`config.mk`:
```
export PLATFORM = sky130hd
export DESIGN_NAME = fx68k_mul_seq
export DESIGN_NICKNAME = d
export VERILOG_FILES = /design/src/rtl/fx68k_mul_seq.sv
export SDC_FILE = /design/constraint.sdc
export NUM_CORES = 1
export LEC_CHECK = 0
export ABC_AREA = 1
export CAP_MARGIN = 5
export CORE_MARGIN = 2
export CORE_UTILIZATION = 50
export CTS_CLUSTER_DIAMETER = 150
export DETAILED_ROUTE_END_ITERATION = 7
export GPL_TIMING_DRIVEN = 0
export PLACE_DENSITY = 0.73
export SETUP_SLACK_MARGIN = 0.15
export SLEW_MARGIN = 25
export SYNTH_ARGS = -nofsm -noshare
export SYNTH_HDL_FRONTEND = slang
export SYNTH_SLANG_ARGS = --single-unit
```
`constraint.sdc`:
```
create_clock -name clk -period 2.3 [get_ports clk]
set_input_delay 0.345 -clock clk [delete_from_list [all_inputs] [get_ports clk]]
set_output_delay 0.345 -clock clk [all_outputs]
set_load 0.005 [all_outputs]
```
`src/rtl/fx68k_mul_seq.sv`:
```
// Iterative WIDTHxWIDTH -> 2*WIDTH multiplier for MULU/MULS, one step per en strobe.
// Optional data-dependent timing pad enabled by defining FX68K_MUL_TIMING_EN.
module fx68k_mul_seq #(
  parameter int WIDTH = 16,
  parameter int STEPS = WIDTH
) (
  input  logic               clk,
  input  logic               nReset,
  input  logic               en,
  input  logic               start,
  input  logic               isSigned,
  input  logic               abort,
  input  logic [WIDTH-1:0]   mcand,
  input  logic [WIDTH-1:0]   mplier,
  output logic               busy,
  output logic               done,
  output logic [2*WIDTH-1:0] product,
  output logic [3:0]         ccrOut
);

  localparam int CW = $clog2(STEPS + 1);

  if (STEPS != WIDTH) begin : g_cfg_err
    $error("fx68k_mul_seq: STEPS must equal WIDTH");
  end

`ifdef FX68K_MUL_TIMING_EN
  typedef enum logic [1:0] {S_IDLE = 2'd0, S_RUN = 2'd1, S_DONE = 2'd2, S_PAD = 2'd3} state_t;
`else
  typedef enum logic [1:0] {S_IDLE = 2'd0, S_RUN = 2'd1, S_DONE = 2'd2} state_t;
`endif

  state_t             state, state_nxt;
  logic [WIDTH-1:0]   mcand_q;
  logic               signed_q;
  logic [WIDTH:0]     hi;        // one guard bit so Booth add/sub never overflows
  logic [WIDTH-1:0]   lo;        // multiplier bits shift out as product bits shift in
  logic               qm1;
  logic [CW-1:0]      cnt;
  logic               load, step, wr_res;
  logic [WIDTH:0]     ext, sum, hi_nxt;
  logic [WIDTH-1:0]   lo_nxt;
  logic               op_add, op_sub;
  logic [2*WIDTH-1:0] res;

`ifdef FX68K_MUL_TIMING_EN
  logic [CW-1:0] pad_left;
  logic          pad_dec;

  // MULU pads by set bits, MULS by bit-pair transitions of {mplier,0}.
  function automatic logic [CW-1:0] pad_count(input logic sgn, input logic [WIDTH-1:0] m);
    logic [WIDTH-1:0] bits;
    logic [CW-1:0]    n;
    bits = sgn ? (m ^ {m[WIDTH-2:0], 1'b0}) : m;
    n = '0;
    for (int i = 0; i < WIDTH; i++) n = n + CW'(bits[i]);
    return n;
  endfunction
`endif

  // Radix-2 Booth for MULS, plain shift-add for MULU; both retire one bit per step.
  always_comb begin
    ext    = signed_q ? {mcand_q[WIDTH-1], mcand_q} : {1'b0, mcand_q};
    op_add = signed_q ? ({lo[0], qm1} == 2'b01) : lo[0];
    op_sub = signed_q & ({lo[0], qm1} == 2'b10);
    if (op_sub)      sum = hi - ext;
    else if (op_add) sum = hi + ext;
    else             sum = hi;
    hi_nxt = {signed_q & sum[WIDTH], sum[WIDTH:1]};
    lo_nxt = {sum[0], lo[WIDTH-1:1]};
  end

  always_comb begin
    res = {hi_nxt[WIDTH-1:0], lo_nxt};
`ifdef FX68K_MUL_TIMING_EN
    if (state == S_PAD) res = {hi[WIDTH-1:0], lo};
`endif
  end

  always_ff @(posedge clk or negedge nReset) begin
    if (!nReset) state <= S_IDLE;
    else         state <= state_nxt;
  end

  always_comb begin
    state_nxt = state;
    load      = 1'b0;
    step      = 1'b0;
    wr_res    = 1'b0;
`ifdef FX68K_MUL_TIMING_EN
    pad_dec   = 1'b0;
`endif
    if (en) begin
      if (abort) begin
        state_nxt = S_IDLE;
      end else begin
        case (state)
          S_IDLE: begin
            if (start) begin
              state_nxt = S_RUN;
              load      = 1'b1;
            end
          end
          S_RUN: begin
            step = 1'b1;
            if (cnt == CW'(STEPS - 1)) begin
`ifdef FX68K_MUL_TIMING_EN
              if (pad_left != '0) begin
                state_nxt = S_PAD;
              end else begin
                state_nxt = S_DONE;
                wr_res    = 1'b1;
              end
`else
              state_nxt = S_DONE;
              wr_res    = 1'b1;
`endif
            end
          end
`ifdef FX68K_MUL_TIMING_EN
          S_PAD: begin
            pad_dec = 1'b1;
            if (pad_left == CW'(1)) begin
              state_nxt = S_DONE;
              wr_res    = 1'b1;
            end
          end
`endif
          S_DONE:  state_nxt = S_IDLE;
          default: state_nxt = S_IDLE;
        endcase
      end
    end
  end

  always_comb begin
    busy = (state == S_RUN);
`ifdef FX68K_MUL_TIMING_EN
    busy = busy | (state == S_PAD);
`endif
    done = (state == S_DONE);
  end

  always_ff @(posedge clk or negedge nReset) begin
    if (!nReset) begin
      mcand_q  <= '0;
      signed_q <= 1'b0;
      hi       <= '0;
      lo       <= '0;
      qm1      <= 1'b0;
      cnt      <= '0;
      product  <= '0;
      ccrOut   <= '0;
`ifdef FX68K_MUL_TIMING_EN
      pad_left <= '0;
`endif
    end else begin
      if (load) begin
        mcand_q  <= mcand;
        signed_q <= isSigned;
        hi       <= '0;
        lo       <= mplier;
        qm1      <= 1'b0;
        cnt      <= '0;
`ifdef FX68K_MUL_TIMING_EN
        pad_left <= pad_count(isSigned, mplier);
`endif
      end
      if (step) begin
        hi  <= hi_nxt;
        lo  <= lo_nxt;
        qm1 <= lo[0];
        cnt <= cnt + CW'(1);
      end
`ifdef FX68K_MUL_TIMING_EN
      if (pad_dec) pad_left <= pad_left - CW'(1);
`endif
      // Flags and product only move on the edge that enters DONE.
      if (wr_res) begin
        product <= res;
        ccrOut  <= {res[2*WIDTH-1], (res == '0), 2'b00};
      end
    end
  end

endmodule

```
==> flow_summary.yaml, run 1 <==
status:
  outcome: "finished, violations left"
  violations: "negative setup slack"
timing:
  slew_viol_final: 0
  max_slew.worst_pin.slew_ps: 738.8
  min_period_ps: 2385
  hold_viol_final: 0
  finalCritPeriodShare: 1.037
  worst_slack_ps: -85.24
  finalSetupViolCount: 2
  rsz0062_at_grt: "yes"
  fmax_mhz: 419.2
  final.setup.tns_ps: -96.44
  slew_headroom: 0.5075
  skew_ps: 8.136
synthesis:
  netlist_area_sq_um: 5998
  syn_inst: 844
  ys.flop_type: "dfrtp_1"
  ys_seq_area_frac: 0.3796
  yosysWarnings: 0
  ys_ff_latch: 91
  async_reset_ff_frac: 1.000
  synth-edff-count: 0
  avgSynthCellArea_sq_um: 7.107
  yosysUniqueCellTypes: 38
die:
  ios: 76
  core_sq_um: 11860
  die_area_sq_um: 12890
  die_h_um: 113.5
  rows: 40
  die_width_um: 113.5
  initial_utilization: 0.5057
layout:
  drive_gt1_frac: 0.2861
  fillCellCount: 854
  areaGrowthSynthToFinish_pct: 45.31
  nets: 1065
  n_antenna_cell: 0
  stdcell_area_sq_um: 8716
  final_util: 0.7348
clock_network:
  cts_tree: "yes"
  htreeDepth: 3
  clock_latency_ps: 350
  root_buffer: "clkbuf_16"
  clk_pin_slew_ps: 70
  cts.path.max_buffers: 2
  cts.sinks: 91
  numCtsBuffers: 9
placed_design:
  dp_hpwl_um: 13000
  numPortBuffers: 73
  dpl-instance-area_sq_um: 6945
  pre_cts_ws_ps: -307.7
  place.gp.congestion: 0.9373
route:
  drtIter0Drc: 555
  drt-total-wl_um: 20460
  antenna_left: 0
  avgRoutedWirePerCell_um: 17.90
  firstDrtPassIters: 6
  vias: 6384
  drc: 0
  vias_per_cell: 5.585
global_route:
  grt_pass1_wl_um: 30350
  grt_start_max_net_pins: 63
  antenna_found_initial: 0
  grt_pass1_vias: 6120
  grt_use_total: 0.2991
  grt_overflow_total: 0
setup_path:
  path_class: "reg -> reg"
  crit_arrival_ps: 2670
  required_ps: 2590
  max_stage_delay_ps: 400
  worstSetupEndpointType: "flop"
  cp_slowest_cell: "dfrtp_1"
  path_cells: "ha_2 > inv_2 > fa_2 > inv_2 > nand2_4 > nand2_8 > nand3_4 > nand2_2 > nand2_1 > nand3_2 > nand3_2 > nor2_2 > nand2_2 > nor2_4 > nand2_2 > nor2_2 > nand3_2 > nand2_1"
  path_max_fanout: 4
  startpoint_type: "flop"
min_path:
  hp-class: "in -> async"
pwr:
  leakagePower_nw: 4.256
  peakVddDrop_mv: 0.5665
  powerDensity_nw_per_um2: 1425
job:
  maxCapViolCount: 0
==> flip-flops by register name, summed over array words and instances, names as in the netlist <==
signal	count
product	32
cnt	5
mcand_q	16
ccrOut	1
hi	17
signed_q	1
lo	16
state	2
qm1	1
==> routing by layer <==
| layer | global-route usage | part of all wire | vias up |
|---|---|---|---|
| li1 | - | - | 3013 |
| met2 | 0.4946 | 0.50 | 241 |
| met3 | 0.04463 | 0.063 | 48 |
| met4 | 0.1130 | 0.032 | 0 |
| met1 | 0.4007 | 0.41 | 3082 |
| met5 | 0 | 0 | - |
==> worst max-delay path, delay by kind of cell (launching register included) <==
kind / cells / cell delay (ps)
flip-flops: 1 / 400
buffers and inverters: 2 / 120
AND/OR/NAND/NOR: 14 / 1230
adder cells (fa/ha/maj): 2 / 580
==> Yosys cell counts (3+ instances only) <==
cell,number,area [sq um]
a21oi_1,28,140.1
a21oi_2,5,43.79
a221oi_1,14,122.6
a22o_1,4,35.03
buf_2,14,70.07
buf_4,3,22.52
clkbuf_1,15,56.30
dfrtp_1,91,2277
ha_1,34,425.4
inv_1,105,394.1
inv_2,12,45.04
nand2_1,249,934.7
nand2_2,7,43.79
nand3_1,78,390.4
nand4_1,5,31.28
nor2_1,62,232.7
nor3_1,20,100.1
o21ai_0,62,310.3
o21bai_1,4,30.03
o22ai_1,7,43.79
xor2_1,3,26.28
==> report_power, final <==
part / total [mW] / internal (mW) / switching (mW) / leakage, nW
combinational: 8.47 / 3.19 / 5.28 / 2.93
sequential: 2.39 / 2.03 / 0.358 / 1.18
clock: 1.56 / 0.906 / 0.656 / 0.152
==> final timing paths <==
check | startpoint | end | slack, ps | depth (start not counted)
max | mcand_q[0] | ccrOut[2] | -90 | 18
min | nReset | product[5] | 440 | 2
max reg2reg | mcand_q[0] | ccrOut[2] | -90 | 18
min reg2reg | product[20] | product[20] | 490 | 2
max in group asynchronous | nReset | hi[4] | 1240 | 3
min in group clk | product[20] | product[20] | 490 | 2
==> kinds of logic after synthesis <==
group                    Yosys count  share of synthesized area
AO/OA/AOI/OAI                    128                     0.1272
flip-flops                        91                     0.3796
AND/OR/NAND/NOR                  433                     0.3085
adder cells (fa/ha/maj)           36                    0.07760
buffers and inverters            152                     0.1020
XOR/XNOR                           3                   0.004381
other                              1                  0.0006252
==> final cells by class <==
class | count | area, sq um | share of cell area
Clock inverter | 5 | 60.06 | 0.006891
Tap cell | 147 | 183.9 | 0.02110
Timing Repair Buffer | 135 | 1338 | 0.1535
Sequential cell | 91 | 2281 | 0.2617
Buffer | 33 | 266.5 | 0.03058
Inverter | 119 | 466.7 | 0.05355
Multi-Input combinational cell | 602 | 3867 | 0.4437
Clock buffer | 11 | 252.7 | 0.02900
==> metrics by stage <==
stage / power (mW) / hold slack [ps] / instances
final: 12.42 / 435.9 / 1143
after global routing: 13.23 / 476.6 / 1143
after global placement: 8.052 / 464.8 / 1065
after detailed placement: 8.119 / 239.1 / 1066
after CTS: 10.98 / 446.7 / 1125
after floorplan: 6.549 / 49.41 / 845
==> what timing repair did <==
item / in CTS / in global routing
hold buffers: 1 / 0
endpoints found under the hold margin: 29 / 0
endpoints found under the setup margin: 74 / 70
pin swaps: 38 / 39
setup buffers: 40 / 14
cloned: 2 / 4
resized for setup: 122 / 147
==> layout by cell type (no fill, tap or decap), types with 10 or more instances in the layout <==
cell type        Yosys  routed
clkbuf_16            0      10
inv_2               12      14
o21ai_1              1      11
a21oi_1             28      19
nand2_2              7      37
o21ai_0             62      48
nor2_1              62      40
nor2_2               2      18
nand3_1             78      56
a221oi_2             1      14
nand2_1            249     210
buf_6                1      20
clkdlybuf4s50_1      0      72
nand3_2              1      19
inv_1              105      98
dfrtp_1             91      88
buf_4                3      47
ha_1                34      24
(Power assumes the default switching activity.)
==> inputs of run 2 (changes only) <==
--- a/config.mk
+++ b/config.mk
@@ -7,12 +7,13 @@
 export LEC_CHECK = 0
 export ABC_AREA = 1
 export CAP_MARGIN = 5
-export CORE_MARGIN = 2
-export CORE_UTILIZATION = 50
+export CELL_PAD_IN_SITES_DETAIL_PLACEMENT = 0
+export CELL_PAD_IN_SITES_GLOBAL_PLACEMENT = 1
+export CORE_UTILIZATION = 41
 export CTS_CLUSTER_DIAMETER = 150
 export DETAILED_ROUTE_END_ITERATION = 7
 export GPL_TIMING_DRIVEN = 0
-export PLACE_DENSITY = 0.73
+export PLACE_DENSITY_LB_ADDON = 0.1
 export SETUP_SLACK_MARGIN = 0.15
 export SLEW_MARGIN = 25
 export SYNTH_ARGS = -nofsm -noshare
==> flow_summary.yaml, run 2 (same netlist as run 1, synthesis figures left out) <==
status:
  outcome: "finished, violations left"
  violations: "negative setup slack"
setup_path:
  path_common_cell: "nand3_1"
  required_ps: 2580
  startpoint_type: "flop"
  regToRegEndpoint: "ccrOut[2]"
  path_class: "reg -> reg"
  rr_worst_depth: 16
  max_stage_delay_ps: 460
  worstSetupEndpointType: "flop"
  r2r_start: "mcand_q[0]"
  crit_arrival_ps: 2630
  path_max_fanout: 3
  r2r_slack_ps: -50
  path_cells: "ha_4 > fa_2 > inv_2 > nand3_1 > nand2_2 > buf_4 > nand3_1 > nand3_1 > nand2_1 > inv_1 > nor2_1 > a21oi_2 > nand2_1 > nor2_1 > nand3_1 > nand2_1"
  cp_slowest_cell: "dfrtp_2"
pwr:
  leakagePower_nw: 4.134
  powerDensity_nw_per_um2: 1432
  internal_power_mw: 6.096
  power.total_mw: 12.03
  clockPowerShare: 0.139
  switchingPower_mw: 5.937
  comb_power_share: 0.662
  switching_share: 0.4934
  peakVddDrop_mv: 0.5418
  p_seq_frac: 0.199
die:
  initial_utilization: 0.4255
  die_area_sq_um: 15120
  die_h_um: 123.0
  ios: 76
  die_width_um: 123.0
  rows: 43
  core_sq_um: 14100
layout:
  nets: 1046
  drive_gt1_frac: 0.2490
  areaGrowthSynthToFinish_pct: 40.07
  fillCellCount: 1333
  largest_reg_flops: 32
  top_register: "product"
  mostFrequentLayoutCells: "214 x nand2_1, 97 x inv_1, 87 x dfrtp_1"
  final_util: 0.5960
  n_antenna_cell: 0
  reg_top3: "product x32, hi x17"
  final_common_cell: "nand2_1"
timing:
  finalSetupViolCount: 1
  hold_viol_final: 0
  whs_ps: 412.3
  final.setup.tns_ps: -45.14
  min_period_ps: 2345
  fmax_mhz: 426.4
  rsz0062_at_grt: "yes"
  worst_slack_ps: -45.14
  finalCritPeriodShare: 1.020
  slew_viol_final: 0
  max_slew.worst_pin.slew_ps: 667.4
  slew_headroom: 0.5551
  skew_ps: 4.832
placed_design:
  numPortBuffers: 73
  pre_cts_ws_ps: -321.0
  place.gp.congestion: 0.8752
  dp_hpwl_um: 14430
global_route:
  antenna_found_initial: 0
  grt_overflow_total: 0
  grt_start_max_net_pins: 74
  grt_pass1_wl_um: 30660
  grt_use_total: 0.2708
  grt_pass1_vias: 6034
route:
  firstDrtPassIters: 5
  antenna_left: 0
  vias: 6116
  drtIter0Drc: 338
  drc: 0
  avgRoutedWirePerCell_um: 17.18
  drt-total-wl_um: 19860
  vias_per_cell: 5.291
clock_network:
  root_buffer: "clkbuf_16"
  htreeDepth: 3
  clock_latency_ps: 340
  numCtsBuffers: 9
  cts_tree: "yes"
  cts.path.max_buffers: 2
  cts.sinks: 91
  clk_pin_slew_ps: 60
min_path:
  hp-class: "in -> async"
job:
  maxCapViolCount: 0
==> run 2: cell count changes in the layout (fill, tap and decap cells not counted), sizes merged <==
cell,change
buf,-16
bufinv,+2
clkinv,-1
clkbuf,-4
inv,-1
==> run 2: how the worst max path moves through the flow <==
stage / start / end / depth (start not counted)
finish: mcand_q[0] / ccrOut[2] / 16
global route: hi[0] / ccrOut[2] / 19
CTS: hi[0] / ccrOut[2] / 19
detailed placement: hi[5] / ccrOut[2] / 14
floorplan: hi[0] / hi[15] / 14
global placement: nReset / mcand_q[12] / 1
==> run 2: per-layer routing <==
metal  up-vias  GRT usage  share of wire
li1       2975          -              -
met1      2959     0.3576           0.45
met2       159     0.4544           0.49
met3        23    0.04751          0.051
met4         0    0.07622          0.013
met5         -          0              0
==> run 2: critical path, delay by kind of cell (launching register included) <==
family	cells	cell delay, ps
buffers and inverters	3	230
adders and majority gates	2	550
AOI/OAI and AO/OA	1	200
and+or+nand+nor	10	840
DFF	1	460
==> run 2: power groups by stage <==
stage          clock, mW  sequential (mW)  combinational (mW)
2_1_floorplan          0             2.30                4.25
5_1_grt             1.76             2.45                8.69
3_5_place_dp           0             2.40                5.89
4_1_cts             1.69             2.38                6.90
6_report            1.67             2.39                7.97
3_3_place_gp           0             2.38                5.84
==> run 2: repair_timing <==
| action | CTS | global route |
|---|---|---|
| buffers inserted | 24 | 14 |
| pin swaps | 30 | 41 |
| hold buffers | 1 | 0 |
| gates cloned | 3 | 0 |
| gates resized for setup | 120 | 101 |
| hold endpoints to repair | 18 | 0 |
| endpoints found under the setup margin | 74 | 81 |
==> run 2: per-stage QoR <==
| step | cell area, sq um | cells |
|---|---|---|
| 6_report | 8402 | 1156 |
| 5_1_grt | 8402 | 1156 |
| 4_1_cts | 7981 | 1142 |
| 3_5_place_dp | 6987 | 1099 |
| 3_3_place_gp | 6958 | 1098 |
| 2_1_floorplan | 6002 | 845 |
==> run 2: cell type report <==
cell class	instances	area [sq um]	share of cell area
tap	180	225.2	0.02681
clock buffer	10	229.0	0.02725
multi-input combinational	602	3690	0.4392
inverter	119	456.7	0.05436
sequential	91	2282	0.2716
buffer	33	259.0	0.03083
timing repair buffer	116	1157	0.1378
clock inverter	5	102.6	0.01221
